`src/rtl/map_ram_arbiter.sv`:
```
// map_ram_arbiter: shares the single map RAM port among NUM_REQ requesters.
// A two-state FSM takes one command in IDLE and issues it in ISSUE. Winners
// are picked round-robin. Reads return one cycle after issue with a requester
// tag. A saturating counter tracks issued clear (write) commands.
//
// Optional build macro: MAP_ARB_VIDEO_PRIO_EN
//   defined   : requester 0 (video renderer) wins whenever it requests; such a
//               grant leaves the round-robin pointer untouched.
//   undefined : pure round-robin over all requesters.
module map_ram_arbiter #(
  parameter int NUM_REQ = 3,
  parameter int IDW     = $clog2(NUM_REQ)
) (
  input  logic                 i_clk,
  input  logic                 i_rst,
  input  logic [NUM_REQ-1:0]   i_req,
  input  logic [NUM_REQ-1:0]   i_req_write,
  input  logic [NUM_REQ*6-1:0] i_req_x,
  input  logic [NUM_REQ*5-1:0] i_req_y,
  output logic [NUM_REQ-1:0]   o_ack,
  output logic                 o_rvalid,
  output logic [IDW-1:0]       o_rid,
  output logic                 o_rdata,
  output logic                 o_ram_en,
  output logic                 o_ram_write,
  output logic [5:0]           o_ram_tile_x,
  output logic [4:0]           o_ram_tile_y,
  input  logic                 i_ram_tile_value,
  output logic [15:0]          o_clear_count,
  output logic                 o_busy
);

  typedef enum logic [0:0] {
    ST_IDLE  = 1'b0,
    ST_ISSUE = 1'b1
  } state_t;

  state_t               state_r;
  logic [IDW-1:0]       rr_ptr_r;
  logic [IDW-1:0]       grant_id_r;
  logic [NUM_REQ-1:0]   ack_r;
  logic                 ram_en_r;
  logic                 ram_write_r;
  logic [5:0]           ram_x_r;
  logic [4:0]           ram_y_r;
  logic                 busy_r;
  logic                 rvalid_r;
  logic [IDW-1:0]       rid_r;
  logic [15:0]          clear_count_r;

  logic                 any_req_s;
  logic                 rr_found_s;
  logic [IDW-1:0]       rr_win_s;
  logic [IDW-1:0]       rr_next_s;
  logic [IDW-1:0]       win_s;
  logic [IDW-1:0]       ptr_next_s;
  logic [NUM_REQ-1:0]   win_onehot_s;
  logic                 win_write_s;
  logic [5:0]           win_x_s;
  logic [4:0]           win_y_s;
  logic [15:0]          clear_count_next_s;

  assign any_req_s = |i_req;

  // Round-robin search: first requester at or after the pointer, wrapping.
  always_comb begin
    int cand_v;
    int next_v;
    cand_v     = 0;
    next_v     = 0;
    rr_found_s = 1'b0;
    rr_win_s   = '0;
    for (int k = 0; k < NUM_REQ; k++) begin
      cand_v = int'(rr_ptr_r) + k;
      if (cand_v >= NUM_REQ) begin
        cand_v = cand_v - NUM_REQ;
      end else begin
        cand_v = cand_v;
      end
      if (!rr_found_s && i_req[cand_v[IDW-1:0]]) begin
        rr_found_s = 1'b1;
        rr_win_s   = cand_v[IDW-1:0];
      end else begin
        rr_found_s = rr_found_s;
      end
    end
    next_v = int'(rr_win_s) + 1;
    if (next_v >= NUM_REQ) begin
      next_v = 0;
    end else begin
      next_v = next_v;
    end
    rr_next_s = next_v[IDW-1:0];
  end

  // Final winner and pointer update, with optional video-port priority.
  always_comb begin
`ifdef MAP_ARB_VIDEO_PRIO_EN
    if (i_req[0]) begin
      win_s      = '0;
      ptr_next_s = rr_ptr_r;
    end else begin
      win_s      = rr_win_s;
      ptr_next_s = rr_next_s;
    end
`else
    win_s      = rr_win_s;
    ptr_next_s = rr_next_s;
`endif
  end

  // Select the winning requester's command fields and build its ack mask.
  always_comb begin
    win_onehot_s = '0;
    win_write_s  = 1'b0;
    win_x_s      = 6'd0;
    win_y_s      = 5'd0;
    for (int i = 0; i < NUM_REQ; i++) begin
      if (win_s == IDW'(i)) begin
        win_onehot_s[i] = 1'b1;
        win_write_s     = i_req_write[i];
        win_x_s         = i_req_x[6*i +: 6];
        win_y_s         = i_req_y[5*i +: 5];
      end else begin
        win_onehot_s[i] = 1'b0;
      end
    end
  end

  // Control FSM: latch a command in IDLE, present it for one cycle in ISSUE.
  always_ff @(posedge i_clk) begin
    if (i_rst) begin
      state_r     <= ST_IDLE;
      rr_ptr_r    <= '0;
      grant_id_r  <= '0;
      ack_r       <= '0;
      ram_en_r    <= 1'b0;
      ram_write_r <= 1'b0;
      ram_x_r     <= 6'd0;
      ram_y_r     <= 5'd0;
      busy_r      <= 1'b0;
      rvalid_r    <= 1'b0;
      rid_r       <= '0;
    end else begin
      case (state_r)
        ST_IDLE: begin
          rvalid_r <= 1'b0;
          rid_r    <= '0;
          if (any_req_s) begin
            state_r     <= ST_ISSUE;
            rr_ptr_r    <= ptr_next_s;
            grant_id_r  <= win_s;
            ack_r       <= win_onehot_s;
            ram_en_r    <= 1'b1;
            ram_write_r <= win_write_s;
            ram_x_r     <= win_x_s;
            ram_y_r     <= win_y_s;
            busy_r      <= 1'b1;
          end else begin
            state_r     <= ST_IDLE;
            ack_r       <= '0;
            ram_en_r    <= 1'b0;
            ram_write_r <= 1'b0;
            ram_x_r     <= 6'd0;
            ram_y_r     <= 5'd0;
            busy_r      <= 1'b0;
          end
        end
        ST_ISSUE: begin
          // The RAM read output is valid the cycle after a read is issued.
          state_r     <= ST_IDLE;
          ack_r       <= '0;
          ram_en_r    <= 1'b0;
          ram_write_r <= 1'b0;
          ram_x_r     <= 6'd0;
          ram_y_r     <= 5'd0;
          busy_r      <= 1'b0;
          rvalid_r    <= ~ram_write_r;
          rid_r       <= ram_write_r ? '0 : grant_id_r;
        end
        default: begin
          state_r     <= ST_IDLE;
          ack_r       <= '0;
          ram_en_r    <= 1'b0;
          ram_write_r <= 1'b0;
          ram_x_r     <= 6'd0;
          ram_y_r     <= 5'd0;
          busy_r      <= 1'b0;
          rvalid_r    <= 1'b0;
          rid_r       <= '0;
        end
      endcase
    end
  end

  // Saturating increment for every write presented during ISSUE.
  always_comb begin
    if ((state_r == ST_ISSUE) && ram_write_r && (clear_count_r != 16'hFFFF)) begin
      clear_count_next_s = clear_count_r + 16'd1;
    end else begin
      clear_count_next_s = clear_count_r;
    end
  end

  // Clear-count register.
  always_ff @(posedge i_clk) begin
    if (i_rst) begin
      clear_count_r <= 16'd0;
    end else begin
      clear_count_r <= clear_count_next_s;
    end
  end

  assign o_ack         = ack_r;
  assign o_rvalid      = rvalid_r;
  assign o_rid         = rid_r;
  // Read data comes straight from the RAM's registered output, gated by valid.
  assign o_rdata       = rvalid_r & i_ram_tile_value;
  assign o_ram_en      = ram_en_r;
  assign o_ram_write   = ram_write_r;
  assign o_ram_tile_x  = ram_x_r;
  assign o_ram_tile_y  = ram_y_r;
  assign o_clear_count = clear_count_r;
  assign o_busy        = busy_r;

endmodule

```
`config.mk`:
```
export PLATFORM = sky130hd
export DESIGN_NAME = map_ram_arbiter
export DESIGN_NICKNAME = d
export VERILOG_FILES = /design/src/rtl/map_ram_arbiter.sv
export SDC_FILE = /design/constraint.sdc
export NUM_CORES = 1
export LEC_CHECK = 0
export ABC_AREA = 1
export CAP_MARGIN = 0
export CORE_UTILIZATION = 40
export DETAILED_ROUTE_END_ITERATION = 10
export GPL_TIMING_DRIVEN = 0
export PLACE_DENSITY = 0.74
export SKIP_CTS_REPAIR_TIMING = 1
export SYNTH_ARGS = -nofsm -noshare
export SYNTH_HDL_FRONTEND = slang
export SYNTH_SLANG_ARGS = --single-unit
```
`constraint.sdc`:
```
create_clock -name i_clk -period 4.4 [get_ports i_clk]
set_input_delay 0.66 -clock i_clk [delete_from_list [all_inputs] [get_ports i_clk]]
set_output_delay 0.66 -clock i_clk [all_outputs]
set_load 0.03 [all_outputs]
```
---- After elaboration in Yosys (flattened, before gate mapping) ----
Cells that the tools add are included.
word-level totals
  memories ................................ 0
  input port bits ......................... 42
  bits in read-only memories .............. 0
  bits in latches ......................... 0
  output and inout bits ................... 37
  word-level logic and storage cells ...... 79
  bits in writable memories ............... 0
  flip-flop bits (word level) ............. 39
cells by class
  div/mod/pow operators ................... 0
  $add $sub $neg .......................... 7
  bitwise logic cells ..................... 3
  equal/unequal tests ..................... 3
  shift-type cells ........................ 0
  reduce and logical (&&, ||, !) cells .... 9
  multiplexer cells ....................... 40
  $lt $le $gt $ge ......................... 7
  multipliers ............................. 0
operators with widths
  kind                     count
  $mux W6                  4
  $mux W5                  4
  $add A16 B1 Y16 const B  1
  $mux W2                  8
  $ne A16 B16 Y1 const B   1
  $mux W1                  13
  $pmux W6 S2              1
  $pmux W5 S2              1
  $ge A3 B2 Y1 const B     3
  $lt A2 B3 Y1 const B     3
  $add A2 B1 Y3 const B    2
  $bmux W1 S2              3
  $pmux W1 S2              3
  $pmux W3 S2              1
  $sub A2 B2 Y2 const B    3
  $logic_and A1 B1 Y1      4
  $pmux W2 S2              1
  $add A2 B2 Y3 const B    1
  $mux W3                  1
  $reduce_or A3 Y1         1
  $eq A2 B1 Y1 const B     1
  $eq A2 B2 Y1 const B     1
  $ge A2 B2 Y1 const B     1
  $logic_not A1 Y1         2
  other kinds (4)          5

---- Logic depth before layout (Yosys ltp) ----
  depth in word-level cells ............... 17
  mapped depth ............................ 15
  mapped depth without buffers ............ 14

---- Least setup slack after synthesis ----
No wires, ideal clock.
  kind .................................... reg-to-reg
  start ................................... reg rr_ptr_r[0]
  end ..................................... reg ram_x_r[0], in the netlist o_ram_tile_x[0]
  stages on the path, launching flop included .. 14
  data arrival time ....................... 1.691 ns
  clock period less this slack ............ 1.808 ns
  path slack .............................. 2.592 ns
  data required time ...................... 4.283 ns
  path buffers ............................ 1
  cells stage by stage .................... dfxtp_1 inv_1 ha_1 inv_2 nand2_1 nand3_1 nand2_1 nand3_1 nand2_1 nor2_4 buf_6 nand2_1 nor2_1 nor2_1
between the ends
  word-level cells in the longest chain between the ends .. 17
  elaborated cells between the ends (all ways) .. 34
  those cells by class .................... add/sub (5); order compare (3); eq/ne (2); mux (19); reduce/logical (5)
ends and longest elaborated chain
  element                                                                 RTL line  source
  start: declaration                                                      39        logic [IDW-1:0] rr_ptr_r;
  start signal: assignment                                                151       rr_ptr_r <= ptr_next_s;
  parallel branches: the longest is 10 deep, another holds $add A2 B1 Y3  -
  $mux W2 (*)                                                             80        if (!rr_found_s && i_req[cand_v[IDW-1:0]]) begin
  $logic_not A2 Y1                                                        119       if (win_s == IDW'(i)) begin
  $mux W6 (2 in a row)                                                    119
  $mux W6 (*)                                                             119
  $mux W6 (*)                                                             149       if (any_req_s) begin
  $pmux W6 S2 (*)                                                         145       case (state_r)
  end signal: assignment                                                  156       ram_x_r <= win_x_s;
  end: declaration                                                        44        logic [5:0] ram_x_r;
Mark *: on every way between the ends. The select of a mux whose other input is x is not followed.
A chain may end at the register's enable or synchronous reset.

---- Worst setup path in the final report ----
  start ................................... in i_ram_tile_value
  end ..................................... out o_rdata
between the ends
  word-level cells in the longest chain between the ends .. 1
ends and longest elaborated chain
  element             RTL line  source
  start: declaration  28        input logic i_ram_tile_value,
  $and A1 B1 Y1       218       assign o_rdata = rvalid_r & i_ram_tile_value;
  end: declaration    23        output logic o_rdata,
No other way between the ends.

==> impl_metrics.env <==
export IMPL_cts_sinks=39
export IMPL_hold_class="flip-flop to flip-flop"
export IMPL_io_buffers=77
export IMPL_tightestPinTransition_ps=468
export IMPL_wl_per_cell_um=10.9
export IMPL_power_total_mw=1.58
export IMPL_cts_buffers=5
export IMPL_ys_seq_area_frac=0.375
export IMPL_drt_wl_total_um=5060
export IMPL_grtUsageTotal=0.197
export IMPL_worstRegToRegCells=13
export IMPL_routed_top_layer="met4"
export IMPL_slew_headroom=0.688
export IMPL_ys_ff_latch=39
export IMPL_mostFrequentLayoutCell="clkdlybuf4s50_1"
export IMPL_final_nets=444
export IMPL_std_cell_rows=25
export IMPL_report_final_slew_viol_count=0
export IMPL_power_density_nw_per_um2=518
export IMPL_root_buffer="clkbuf_8"
export IMPL_cp_top_family="buffers and inverters"
export IMPL_fin_setup_tns_ps=0
export IMPL_timing_rr_start="rr_ptr_r[0]"
export IMPL_fin_skew_ps=4.14
export IMPL_ys_warn_count=0
export IMPL_rsz0062_at_grt="false"
export IMPL_regToRegSetupSlack_ps=2330
export IMPL_drt_pass1_iter_count=5
export IMPL_die_area_um2=5490
export IMPL_syn_nets=360
export IMPL_drive_above_1_share=0.0704
export IMPL_critical_path_depth=4
export IMPL_ir_worst_vdd_uv=339
export IMPL_cts_clk_slew_worst_paths_ps=70
export IMPL_cp_data_required_time_ps=3740
export IMPL_min_period_over_period=0.572
export IMPL_cts_buffer_depth=2
export IMPL_worstSkewPairLatency_ps=280
export IMPL_coreArea_um2=4850
export IMPL_met2_length_um=2310
export IMPL_crit_top_cell="clkdlybuf4s50_1"
export IMPL_hold_viol_final=0
export IMPL_cpMaxStageDelayCell="clkdlybuf4s50_1"
export IMPL_max_cap_viol_count=0
export IMPL_drc=0
export IMPL_ant_nets=0
export IMPL_reg2reg_to="o_ram_tile_y[0]"
export IMPL_fin_crit_ps=2520
export IMPL_path_max_fanout=1
export IMPL_initial_core_util=0.429
export IMPL_vias_per_cell=4.68
export IMPL_crit_arrival_ps=1860
export IMPL_startpoint="i_ram_tile_value"
export IMPL_min_path_cells=2
export IMPL_gp_routability_congestion=0.842
export IMPL_endpoint="o_rdata"
export IMPL_crit_path_cell_trace="clkdlybuf4s50_1 -> nand2_1 -> inv_1 -> clkdlybuf4s50_1"
export IMPL_critPathBufInv=3
export IMPL_diodes=0
export IMPL_syn2layout_area_growth_pct=46.8
export IMPL_htreeDepth=2
export IMPL_fmax_mhz=397
export IMPL_cts_tree="done"
export IMPL_synth_avg_cell_area_um2=6.64
export IMPL_p_leak_nw=1.30
export IMPL_critPathKind="input port to primary output"
export IMPL_die_w_um=74.1
export IMPL_antenna_found_initial=0
export IMPL_grt_overflow=0
export IMPL_layout_common_cells="clkdlybuf4s50_1, nand2_1, nor2_1"
export IMPL_outcome="complete, no violations"
export IMPL_wl_met1_um=2320
export IMPL_grt_max_degree=13
export IMPL_fill_cells=461
export IMPL_grt_pass1_wl_um=8420
export IMPL_cp_start_kind="input port"
export IMPL_end_kind="primary output"
export IMPL_route_met3_wl_um=391
export IMPL_synth_cell_types=28
export IMPL_drtIter0Drc=77
export IMPL_vias=2175
export IMPL_crit_path_max_incr_delay_ps=660
export IMPL_synthCells=313
export IMPL_num_io_pins=79
export IMPL_syn_area_um2=2080
export IMPL_grt_pass1_vias=2014
export IMPL_dp_hpwl_um=4020
export IMPL_setup_viol=0
export IMPL_die_height_um=74.1
==> tightest hold or removal path, stage by stage, from the launching register on <==
cell and delay [ps]:
dfxtp_1 300, inv_1 60, nor2_1 40
==> Yosys cell counts <==
| cell type | instances | area, um2 |
|---|---|---|
| nand2_1 | 69 | 259 |
| nor2_1 | 56 | 210 |
| inv_1 | 41 | 154 |
| dfxtp_1 | 39 | 781 |
| nand3_1 | 24 | 120 |
| o21ai_0 | 14 | 70.1 |
| a21oi_1 | 13 | 65.1 |
| nand4_1 | 6 | 37.5 |
| ha_1 | 5 | 62.6 |
| nor3_1 | 5 | 25.0 |
| buf_6 | 4 | 45.0 |
| inv_2 | 4 | 15.0 |
| o21ai_1 | 4 | 20.0 |
| xor2_1 | 4 | 35.0 |
| buf_2 | 3 | 15.0 |
| nand3b_1 | 3 | 22.5 |
| a31oi_1 | 2 | 12.5 |
| nand2_2 | 2 | 12.5 |
| nand3_2 | 2 | 20.0 |
| nor2_2 | 2 | 12.5 |
| nor2_4 | 2 | 22.5 |
| o22ai_1 | 2 | 12.5 |
| xnor2_1 | 2 | 17.5 |
| and3_1 | 1 | 6.26 |
| buf_4 | 1 | 7.51 |
| clkbuf_1 | 1 | 3.75 |
| nor3b_1 | 1 | 7.51 |
| o21bai_1 | 1 | 7.51 |
==> routing by layer <==
layer | vias to the layer above | track usage
li1 | 1156 | -
met1 | 939 | 0.243
met2 | 76 | 0.331
met3 | 4 | 0.0596
met4 | 0 | 0.0556
met5 | - | 0
==> sequential cells by signal (all words and copies together), names as in the netlist <==
register / cells
o_clear_count: 16
o_rvalid: 1
o_ack: 3
o_ram_tile_x: 6
o_rid: 2
rr_ptr_r: 2
o_ram_tile_y: 5
o_ram_write: 1
grant_id_r: 2
o_busy: 1
==> power by group <==
group / total [mW] / switching [mW] / internal [mW]
registers: 0.454 / 0.0290 / 0.425
logic: 0.821 / 0.496 / 0.325
clock network: 0.305 / 0.122 / 0.183
==> worst min-delay path by stage <==
stage / from / to
finish: grant_id_r[0] / o_rid[0]
floorplan: grant_id_r[0] / o_rid[0]
global route: grant_id_r[1] / o_rid[1]
detailed placement: grant_id_r[0] / o_rid[0]
CTS: grant_id_r[0] / o_rid[0]
global placement: grant_id_r[0] / o_rid[0]
==> cell families (layout without fill, tap and decap cells) <==
logic type / after synthesis / after routing / synth area share
AND/OR/NAND/NOR: 173 / 173 / 0.363
buffers and inverters: 54 / 139 / 0.116
flip-flops: 39 / 39 / 0.375
AO/OA/AOI/OAI: 36 / 36 / 0.0903
XOR/XNOR: 6 / 6 / 0.0253
adder cells (fa/ha/maj): 5 / 5 / 0.0301
==> cell type report <==
cell class / count / area (um2) / share of cell area
plain buffers: 9 / 71.3 / 0.0234
clock buffers: 6 / 82.6 / 0.0271
clock inverters: 2 / 35.0 / 0.0115
inverters: 45 / 169 / 0.0554
multi-input cells: 220 / 1060 / 0.347
flip-flops and latches: 39 / 781 / 0.256
well taps: 67 / 83.8 / 0.0275
repair buffers: 77 / 771 / 0.253
==> through the flow <==
stage               hold WS, ps  instance area (um2)  std cells  worst slack, ps  utilization
floorplan                   410                 2080        313             2590            -
global placement            432                 2930        457             1870        0.605
detailed placement          426                 2930        457             1830        0.605
CTS                         442                 3050        465             1870        0.629
global route                472                 3050        465             1810        0.629
finish                      438                 3050        465             1880        0.629
No activity file was read; power rests on OpenSTA's default activity.
